**config.mk**
```make
export PLATFORM = sky130hd
export DESIGN_NAME = irda_tx_out_sel
export DESIGN_NICKNAME = d
export VERILOG_FILES = /design/src/rtl/irda_pkg.sv /design/src/rtl/irda_guard_timer.sv /design/src/rtl/irda_tx_out_sel.sv
export SDC_FILE = /design/constraint.sdc
export NUM_CORES = 1
export LEC_CHECK = 0
export ABC_AREA = 1
export CAP_MARGIN = 30
export CELL_PAD_IN_SITES_DETAIL_PLACEMENT = 1
export CELL_PAD_IN_SITES_GLOBAL_PLACEMENT = 2
export CORE_UTILIZATION = 29
export CTS_CLUSTER_SIZE = 40
export DETAILED_ROUTE_END_ITERATION = 12
export PLACE_DENSITY = 0.72
export SLEW_MARGIN = 10
export SYNTH_ARGS = -nofsm -noshare
export SYNTH_HDL_FRONTEND = slang
export SYNTH_SLANG_ARGS = --single-unit
```
**constraint.sdc**
```tcl
create_clock -name clk -period 1.5 [get_ports clk]
set_input_delay 0.15 -clock clk [delete_from_list [all_inputs] [get_ports clk]]
set_output_delay 0.15 -clock clk [all_outputs]
set_load 0.02 [all_outputs]
```
**src/rtl/irda_pkg.sv**
```systemverilog
// Shared IrDA definitions: source indices, selector FSM states,
// and default guard/turnaround timing.
package irda_pkg;

    localparam int IRDA_SRC_SIR = 0;
    localparam int IRDA_SRC_MIR = 1;
    localparam int IRDA_SRC_FIR = 2;

    localparam int IRDA_GUARD_CYCLES_DEF = 16;

    typedef enum logic [1:0] {
        SEL_OFF    = 2'd0,
        SEL_ACTIVE = 2'd1,
        SEL_GUARD  = 2'd2
    } irda_sel_state_e;

endpackage

```
**src/rtl/irda_guard_timer.sv**
```systemverilog
// Loadable down-counter with zero flag for IrDA guard and
// turnaround timing; saturates at zero.
module irda_guard_timer #(
    parameter int W = 16
) (
    input  logic         clk,
    input  logic         wb_rst_i,
    input  logic         load,
    input  logic [W-1:0] load_val,
    input  logic         dec,
    output logic         zero_o
);

    logic [W-1:0] cnt_q;

    // Load has priority over decrement; counting stops at zero.
    always_ff @(posedge clk or posedge wb_rst_i) begin
        if (wb_rst_i) begin
            cnt_q <= '0;
        end else if (load) begin
            cnt_q <= load_val;
        end else if (dec && (cnt_q != '0)) begin
            cnt_q <= cnt_q - W'(1);
        end
    end

    assign zero_o = (cnt_q == '0);

endmodule

```
**src/rtl/irda_tx_out_sel.sv**
```systemverilog
// Registered IrDA TX pad selector: routes one encoder source to the
// pad, ORs in SIP pulses, applies polarity, guards mode changes.
module irda_tx_out_sel
    import irda_pkg::*;
#(
    parameter int                 NUM_SRC      = 4,
    parameter logic [NUM_SRC-1:0] SIP_MASK     = 4'b0110,
    parameter int                 GUARD_CYCLES = IRDA_GUARD_CYCLES_DEF,
    parameter int                 SELW         = (NUM_SRC > 2) ? $clog2(NUM_SRC) : 1
) (
    input  logic               clk,
    input  logic               wb_rst_i,
    input  logic [NUM_SRC-1:0] src_tx_i,
    input  logic               sip_i,
    input  logic               tx_select,
    input  logic               tx_invert,
    input  logic [SELW-1:0]    mode_sel_i,
    output logic               tx_pad_o,
    output logic [SELW-1:0]    mode_cur_o,
    output logic               mode_ack_o,
    output logic               switching_o,
    output logic               mode_err_o
);

    localparam int            TW         = 16;
    localparam logic [TW-1:0] GUARD_LOAD = TW'(GUARD_CYCLES - 1);

    irda_sel_state_e state_q, state_d;
    logic [SELW-1:0] cur_q, cur_d;
    logic [SELW-1:0] target_q, target_d;
    logic            pad_q, pad_d;
    logic            ack_q, ack_d;
    logic            sel_err;
    logic            tmr_load, tmr_dec, tmr_zero;
    logic [TW-1:0]   tmr_val;
    logic [TW-1:0]   guard_val;
    logic            drv_cur, drv_tgt;

    // An illegal request parks the guard at zero so it never completes.
    assign sel_err   = 32'(mode_sel_i) >= NUM_SRC;
    assign guard_val = sel_err ? '0 : GUARD_LOAD;

    assign drv_cur = (src_tx_i[cur_q] | (sip_i & SIP_MASK[cur_q])) ^ tx_invert;
    assign drv_tgt = (src_tx_i[target_q] | (sip_i & SIP_MASK[target_q])) ^ tx_invert;

    irda_guard_timer #(
        .W (TW)
    ) u_guard (
        .clk      (clk),
        .wb_rst_i (wb_rst_i),
        .load     (tmr_load),
        .load_val (tmr_val),
        .dec      (tmr_dec),
        .zero_o   (tmr_zero)
    );

    // Next-state and next-pad logic; the pad idles at tx_invert.
    always_comb begin
        state_d  = state_q;
        cur_d    = cur_q;
        target_d = target_q;
        ack_d    = 1'b0;
        pad_d    = tx_invert;
        tmr_load = 1'b0;
        tmr_val  = guard_val;
        tmr_dec  = 1'b0;
        unique case (state_q)
            SEL_OFF: begin
                if (tx_select) begin
                    if ((mode_sel_i == cur_q) && !sel_err) begin
                        state_d = SEL_ACTIVE;
                    end else begin
                        state_d  = SEL_GUARD;
                        target_d = mode_sel_i;
                        tmr_load = 1'b1;
                    end
                end
            end
            SEL_ACTIVE: begin
                if (!tx_select) begin
                    state_d = SEL_OFF;
                end else if (mode_sel_i != cur_q) begin
                    state_d  = SEL_GUARD;
                    target_d = mode_sel_i;
                    tmr_load = 1'b1;
                end else begin
                    pad_d = drv_cur;
                end
            end
            SEL_GUARD: begin
                if (!tx_select) begin
                    state_d = SEL_OFF;
                end else if (mode_sel_i != target_q) begin
                    target_d = mode_sel_i;
                    tmr_load = 1'b1;
                end else if (sel_err) begin
                    tmr_load = 1'b1;
                end else if (tmr_zero) begin
                    state_d = SEL_ACTIVE;
                    cur_d   = target_q;
                    ack_d   = 1'b1;
                    pad_d   = drv_tgt;
                end else begin
                    tmr_dec = 1'b1;
                end
            end
            default: begin
                state_d = SEL_OFF;
            end
        endcase
    end

    // State, selection and pad registers.
    always_ff @(posedge clk or posedge wb_rst_i) begin
        if (wb_rst_i) begin
            state_q  <= SEL_OFF;
            cur_q    <= '0;
            target_q <= '0;
            pad_q    <= 1'b0;
            ack_q    <= 1'b0;
        end else begin
            state_q  <= state_d;
            cur_q    <= cur_d;
            target_q <= target_d;
            pad_q    <= pad_d;
            ack_q    <= ack_d;
        end
    end

    assign tx_pad_o    = pad_q;
    assign mode_cur_o  = cur_q;
    assign mode_ack_o  = ack_q;
    assign switching_o = (state_q == SEL_GUARD);
    assign mode_err_o  = sel_err & ~wb_rst_i;

endmodule

```
# Yosys cells after proc, flatten, opt, wreduce, memory -nomap -nowiden
# Index checks and enable logic that the tools add are counted.
op_classes:
  add_sub_neg: 1
  magnitude_cmp: 2
  n_eq_ne: 14
  n_mux: 46
  bitwise_logic: 7
  n_reduce_logical: 9
op_table:
  columns: ["cell", "count"]
  rows:
  - ["16-bit two-way mux", 2]
  - ["2-bit two-way mux", 13]
  - ["1-bit two-way mux", 23]
  - ["16-bit logical NOT", 1]
  - ["16-bit nonzero test", 1]
  - ["16-bit by 1-bit subtractor with 16-bit output (second input constant)", 1]
  - ["2-bit one-hot mux with 3 select lines", 2]
  - ["2-bit inequality test (second input constant)", 5]
  - ["1-bit binary-select mux with 2-bit select", 4]
  - ["4-bit AND reduction", 2]
  - ["7-bit AND reduction", 1]
  - ["2-bit by 3-bit < comparator with 1-bit output (second input constant)", 2]
  - ["3-bit inequality test (second input constant)", 2]
  - ["2-bit inequality test", 2]
  - ["3-bit by 2-bit inequality test with 1-bit output (second input constant)", 1]
  - ["1-bit one-hot mux with 3 select lines", 1]
  - ["3-bit nonzero test", 1]
  - ["1-bit bitwise AND", 2]
  - ["2-bit by 1-bit == test with 1-bit output (second input constant)", 1]
  - ["2-bit == test", 1]
  - ["2-bit == test (second input constant)", 1]
  - ["2-bit logical NOT", 1]
  - ["2-bit by 1-bit inequality test with 1-bit output (second input constant)", 1]
  - ["1-bit bitwise OR", 2]
  - ["5 further kinds", 6]
word_totals:
  reg_bits: 24
  input_bits: 11
  wordCells: 85

# Longest topological paths before layout
# Gate-level depths: netlist (run 1).
logic_depth:
  depth_word: 9
  mapped_depth: 13

# By module
# From an unflattened synthesis (run 1), not the netlist that was laid out.
hier_totals:
  cells_unflattened: 287
  hier_area_um2: 1871.8
modules_own_cells:
  columns: ["module", "instances", "cells_each", "area_each_um2", "seq_area_each_um2"]
  rows:
  - ["irda_guard_timer", 1, 170, 1126.1, 400.4]
  - ["irda_tx_out_sel", 1, 117, 745.7, 200.2]

# Worst setup path before layout (run 1)
# No wires, ideal clock.
synth_timing:
  kind: "flip-flop to flip-flop"
  start: "reg state_q[0]"
  end: "reg u_guard.cnt_q[2]"
  setup_time_ps: 129
  t_arrival_ps: 1559
  setup_slack_ps: -189
  path_stages_with_launch: 9
  path_buffers: 1
  synth_period_minus_slack_ps: 1689
  path_cell_list: "dfrtp_1 inv_1 ha_1 nand2_1 inv_1 nand4_1 buf_6 o21ai_0 nand3_1"
synth_via:
  elab_chain_len: 4
synth_rtl:
  columns: ["item", "line_no", "rtl"]
  rows:
  - ["start: declaration", "irda_tx_out_sel.sv:28", "irda_sel_state_e state_q, state_d;"]
  - ["start signal: assignment", "irda_tx_out_sel.sv:122", "state_q <= state_d;"]
  - ["2-bit == test *", null, null]
  - ["via switching_o", "irda_tx_out_sel.sv:21", "output logic switching_o,"]
  - ["1-bit two-way mux", "irda_tx_out_sel.sv:67", "unique case (state_q)"]
  - ["1-bit logical AND", "irda_guard_timer.sv:22", "end else if (dec && (cnt_q != '0)) begin"]
  - ["2-bit nonzero test (no source line)", null, null]
  - ["end signal: assignment", "irda_guard_timer.sv:21", "cnt_q <= load_val;"]
  - ["end signal: assignment", "irda_guard_timer.sv:23", "cnt_q <= cnt_q - W'(1);"]
  - ["end: declaration", "irda_guard_timer.sv:14", "logic [W-1:0] cnt_q;"]
# Mark *: on every way through the listed nets, which the timed path passes. The rest lies on a longest branch.
# A chain may end at the register's enable or synchronous reset.

# Worst setup path in the final report (run 1)
layout_timing:
  start: "reg u_guard.cnt_q[0]"
  end: "reg u_guard.cnt_q[11]"
layout_via:
  elab_chain_len: 7
layout_rtl:
  columns: ["item"]
  rows:
  - ["parallel branches: the longest is 7 deep, another holds 16-bit by 1-bit subtractor with 16-bit output"]
# Several ways; the timed one is not identified. The select of a mux whose other input is x is not followed.

==> metrics.log, run 1 <==
INFO  metric syn_area_per_cell = approximately 7 µm²
INFO  metric detailroute.wirelength.met3 = roughly 66 µm
INFO  metric postSynth.topFlopCell = dfrtp_1
INFO  metric failed_checks = setup timing
INFO  metric postRouteWirelength = approximately 4900 µm
INFO  metric regToRegEndpoint = u_guard.cnt_q[11]
INFO  metric n_fill_cell = approximately 730
INFO  metric register_area = 601 µm²
INFO  metric post-route-worst-setup-slack = -0.126 ns
INFO  metric synth_cell_type_count = 31
INFO  metric number_of_endpoints_failing_setup_at_the_final_stage = 20
INFO  metric commonest_cells_after_routing_fill_and_taps_aside = nand2_1 (55), buf_4 (47), nor2_1 (34)
INFO  metric layout.cells.non_filler = ~380
INFO  metric synth_top_cell_area_share = 0.348
INFO  metric mappedNetlistArea = approximately 1700 µm²
INFO  metric final.period_utilization = 1.08
INFO  metric net-switching-power = between 1 and 1.5 mW
INFO  metric globalRouteTotalUtil = 0.166
INFO  metric cells_on_worst_reg2reg_path = 12
INFO  metric async_flop_share = 1.00
INFO  metric synth.area.top_cells = dfrtp_1 (35%), nand2_1 (12%), nor2_1 (7.4%), inv_1 (6.7%), nand3_1 (6.1%)
INFO  metric slew_viol_final = 0
INFO  metric antenna-diode-count = 0
INFO  metric worstHoldPathType = in2async
INFO  metric ioPinCount = 17
INFO  metric internal_power_of_the_cells = around 1.8 mW
INFO  metric drt_drc_violations_left = 0
INFO  metric clk_latency = around 0.28 ns
INFO  metric switching_share = 0.389
INFO  metric number_of_global_route_vias_before_repair = 1790
INFO  metric route.vias.total = 1773
INFO  metric layout.nets = between 300 and 400
INFO  metric critical_path.cell_chain = inv_2 > ha_4 > inv_2 > nor2_1 > nand2_1 > nor2_2 > nand2_4 > nand2_4 > nor2_4 > buf_4 > a21oi_2 > nor2_1
INFO  metric share_of_cells_above_drive_strength_1 = 0.311
INFO  metric synth_fp_nets = 260
INFO  metric finClkSkew = 0.00796 ns
INFO  metric postSynthCellCount = between 200 and 250
INFO  metric power.total = approximately 2.9 mW
INFO  metric route.met2.wl = 2520 µm
INFO  metric cts-buffers-inserted = 3
INFO  metric post-dp-hpwl = between 3000 and 4000 µm
INFO  metric route.layer.met1.wl = ~2300 µm
INFO  metric route.detailed.wl_per_inst = 12.9 µm
INFO  metric tns = -1.60 ns
INFO  metric startpoint = u_guard.cnt_q[0]
INFO  metric cts.clk_slew.worst_paths = around 0.10 ns
INFO  metric outcome = finished with violations
INFO  metric r2r-start = u_guard.cnt_q[0]
INFO  metric die-width = roughly 79 µm
INFO  metric power.density_cell_area = 1180 nW/µm²
INFO  metric first_iter_violations = 52
INFO  metric multiInputGateArea = approximately 1100 µm²
INFO  metric floorplan.initialDensity = 0.308
INFO  metric clock_sink_count = 24
INFO  metric place.port_buffers = 15
INFO  metric pwr-share-seq = 0.277
INFO  metric placedCellCount = between 300 and 400
INFO  metric fp.coreArea = ~5600 µm²
INFO  metric critPathLaunchType = flop
INFO  metric ant_nets = 0
INFO  metric worst_case_vdd_ir_drop = roughly 550 µV
INFO  metric cp_data_required_time = 1.67 ns
INFO  metric design.die.area = roughly 6300 µm²
INFO  metric ys_warn_count = 0
INFO  metric grt_max_degree = 25
INFO  metric finalWorstPathRequiredPeriod = roughly 1.6 ns
INFO  metric layout-area-overhead-vs-synth = 43.9%
INFO  metric synth-seq-area-share = 0.348
INFO  metric cts_tree = done
INFO  metric vias_per_cell = 4.65
INFO  metric hold_slack = around 0.23 ns
INFO  metric place_congestion = between 0.7 and 0.8
INFO  metric clock_path_buffers = 2
INFO  metric die_height = between 70 and 80 µm
INFO  metric drt_pre_antenna_iters = 4
INFO  metric post_synthesis_register_bit_count = 24
INFO  metric drv_cap = 0
INFO  metric antenna_found_initial = 0
INFO  metric setup.reg_to_reg.worst_slack = -0.13 ns
INFO  metric first_pass_grt_wire_length = 8090 µm
INFO  metric critPathMaxFanout = 5
INFO  metric hold_viol = 0
INFO  metric utilization = 0.443
INFO  metric crit_path_top_delay_cell = dfrtp_1
INFO  metric grt-ovfl-total = 0
INFO  metric edff_count_synth = 0
INFO  metric comb_power_share = 0.518
INFO  metric worst_setup_path_class = reg2reg
INFO  metric timing.critical_path.slowest_cell_delay = approximately 0.4 ns
INFO  metric clk_root_buffer_cell = clkbuf_8
INFO  metric arrival = about 1.8 ns
INFO  metric cp-end-kind = flop
INFO  metric final_common_cell = nand2_1
INFO  metric top_layer_used = met4
INFO  metric clock_power_share = 0.205
INFO  metric fmaxAchievable = about 0.62 GHz
INFO  metric yosys.area.top_type = dfrtp_1
INFO  metric rsz0062_at_grt = yes
INFO  metric total_leakage_power = around 1.3 nW
INFO  metric htree_levels = 1
INFO  metric placement_rows = 27
## sequential cells by signal (all words and copies together) (netlist names)
| signal | cells |
|---|---|
| u_guard.cnt_q | 16 |
| target_q | 2 |
| tx_pad_o | 1 |
| state_q | 2 |
| mode_ack_o | 1 |
| mode_cur_o | 2 |
## metal layers
layer,track usage,vias to the layer above
met5,0,-
met4,0.0436,0
met3,0.0184,4
met2,0.313,18
met1,0.195,840
li1,-,911
## power groups by stage
stage                     combinational (mW)  sequential [mW]  clock [mW]
after floorplan                        0.758            0.847           0
after global placement                  1.28            0.827           0
after detailed placement                1.31            0.827           0
after CTS                               1.48            0.811       0.610
after global routing                    1.68            0.824       0.630
final                                   1.52            0.811       0.601
## through the flow
step / area (µm²) / setup WS [ns]
after global placement: 2250 / -0.160
after global routing: 2480 / -0.258
after floorplan: 1740 / -0.00183
final: 2480 / -0.126
after CTS: 2450 / -0.121
after detailed placement: 2250 / -0.207
## cells in the mapped netlist (3+ instances only)
| library cell | n |
|---|---|
| nand2_4 | 3 |
| nor2_2 | 6 |
| nor2_1 | 34 |
| ha_1 | 6 |
| nand3_1 | 21 |
| and3_1 | 4 |
| buf_6 | 3 |
| nand2_2 | 3 |
| inv_1 | 31 |
| nand4_1 | 4 |
| nor3_1 | 4 |
| nand2_1 | 57 |
| o21ai_0 | 16 |
| dfrtp_1 | 24 |
| nand3_2 | 3 |
## kinds of logic (layout without fill, tap and decap cells)
logic type      after synthesis  in the layout  share of synthesized area
other cells                   1              1                    0.00217
simple gates                145            147                      0.402
xor+xnor                      2              2                     0.0102
buf+inv                      38            102                      0.100
fa+ha+maj                     6              6                     0.0435
flops                        24             24                      0.348
compound gates               27             27                     0.0935
## worst max-delay path: cells and delay by family, from the launching register on
kind,cells,cell delay (ns)
buffers and inverters,3,0.26
AO/OA/AOI/OAI,1,0.10
AND/OR/NAND/NOR,7,0.61
flip-flops,1,0.41
adder cells (fa/ha/maj),1,0.13
## what timing repair did
item                       CTS  global route
setup endpoints to repair   24            24
resized for setup           28             3
pin swaps                    3             5
hold buffers                 0             0
setup buffers                8             1
gates cloned                 0             2
## worst max path at each step
| stage | end | slack (ns) | cells after the start |
|---|---|---|---|
| 4_1_cts | u_guard.cnt_q[7] | -0.12 | 11 |
| 2_1_floorplan | u_guard.cnt_q[13] | -0.002 | 12 |
| 5_1_grt | u_guard.cnt_q[7] | -0.26 | 11 |
| 3_5_place_dp | u_guard.cnt_q[5] | -0.21 | 10 |
| 6_report | u_guard.cnt_q[11] | -0.13 | 12 |
| 3_3_place_gp | u_guard.cnt_q[5] | -0.16 | 10 |
## cell type report
| type | count | area share |
|---|---|---|
| tap | 72 | 0.0363 |
| clock inverter | 1 | 0.0121 |
| multi-input combinational | 183 | 0.427 |
| inverter | 33 | 0.0499 |
| sequential | 24 | 0.242 |
| timing repair buffer | 65 | 0.217 |
| clock buffer | 3 | 0.0166 |
(Power assumes the default switching activity.)
==> run 2, diff against run 1 <==
SLEW_MARGIN = 25   (was 10)
==> results of run 2 <==
The final DEF is identical to that of run 1; final timing and power are the same.
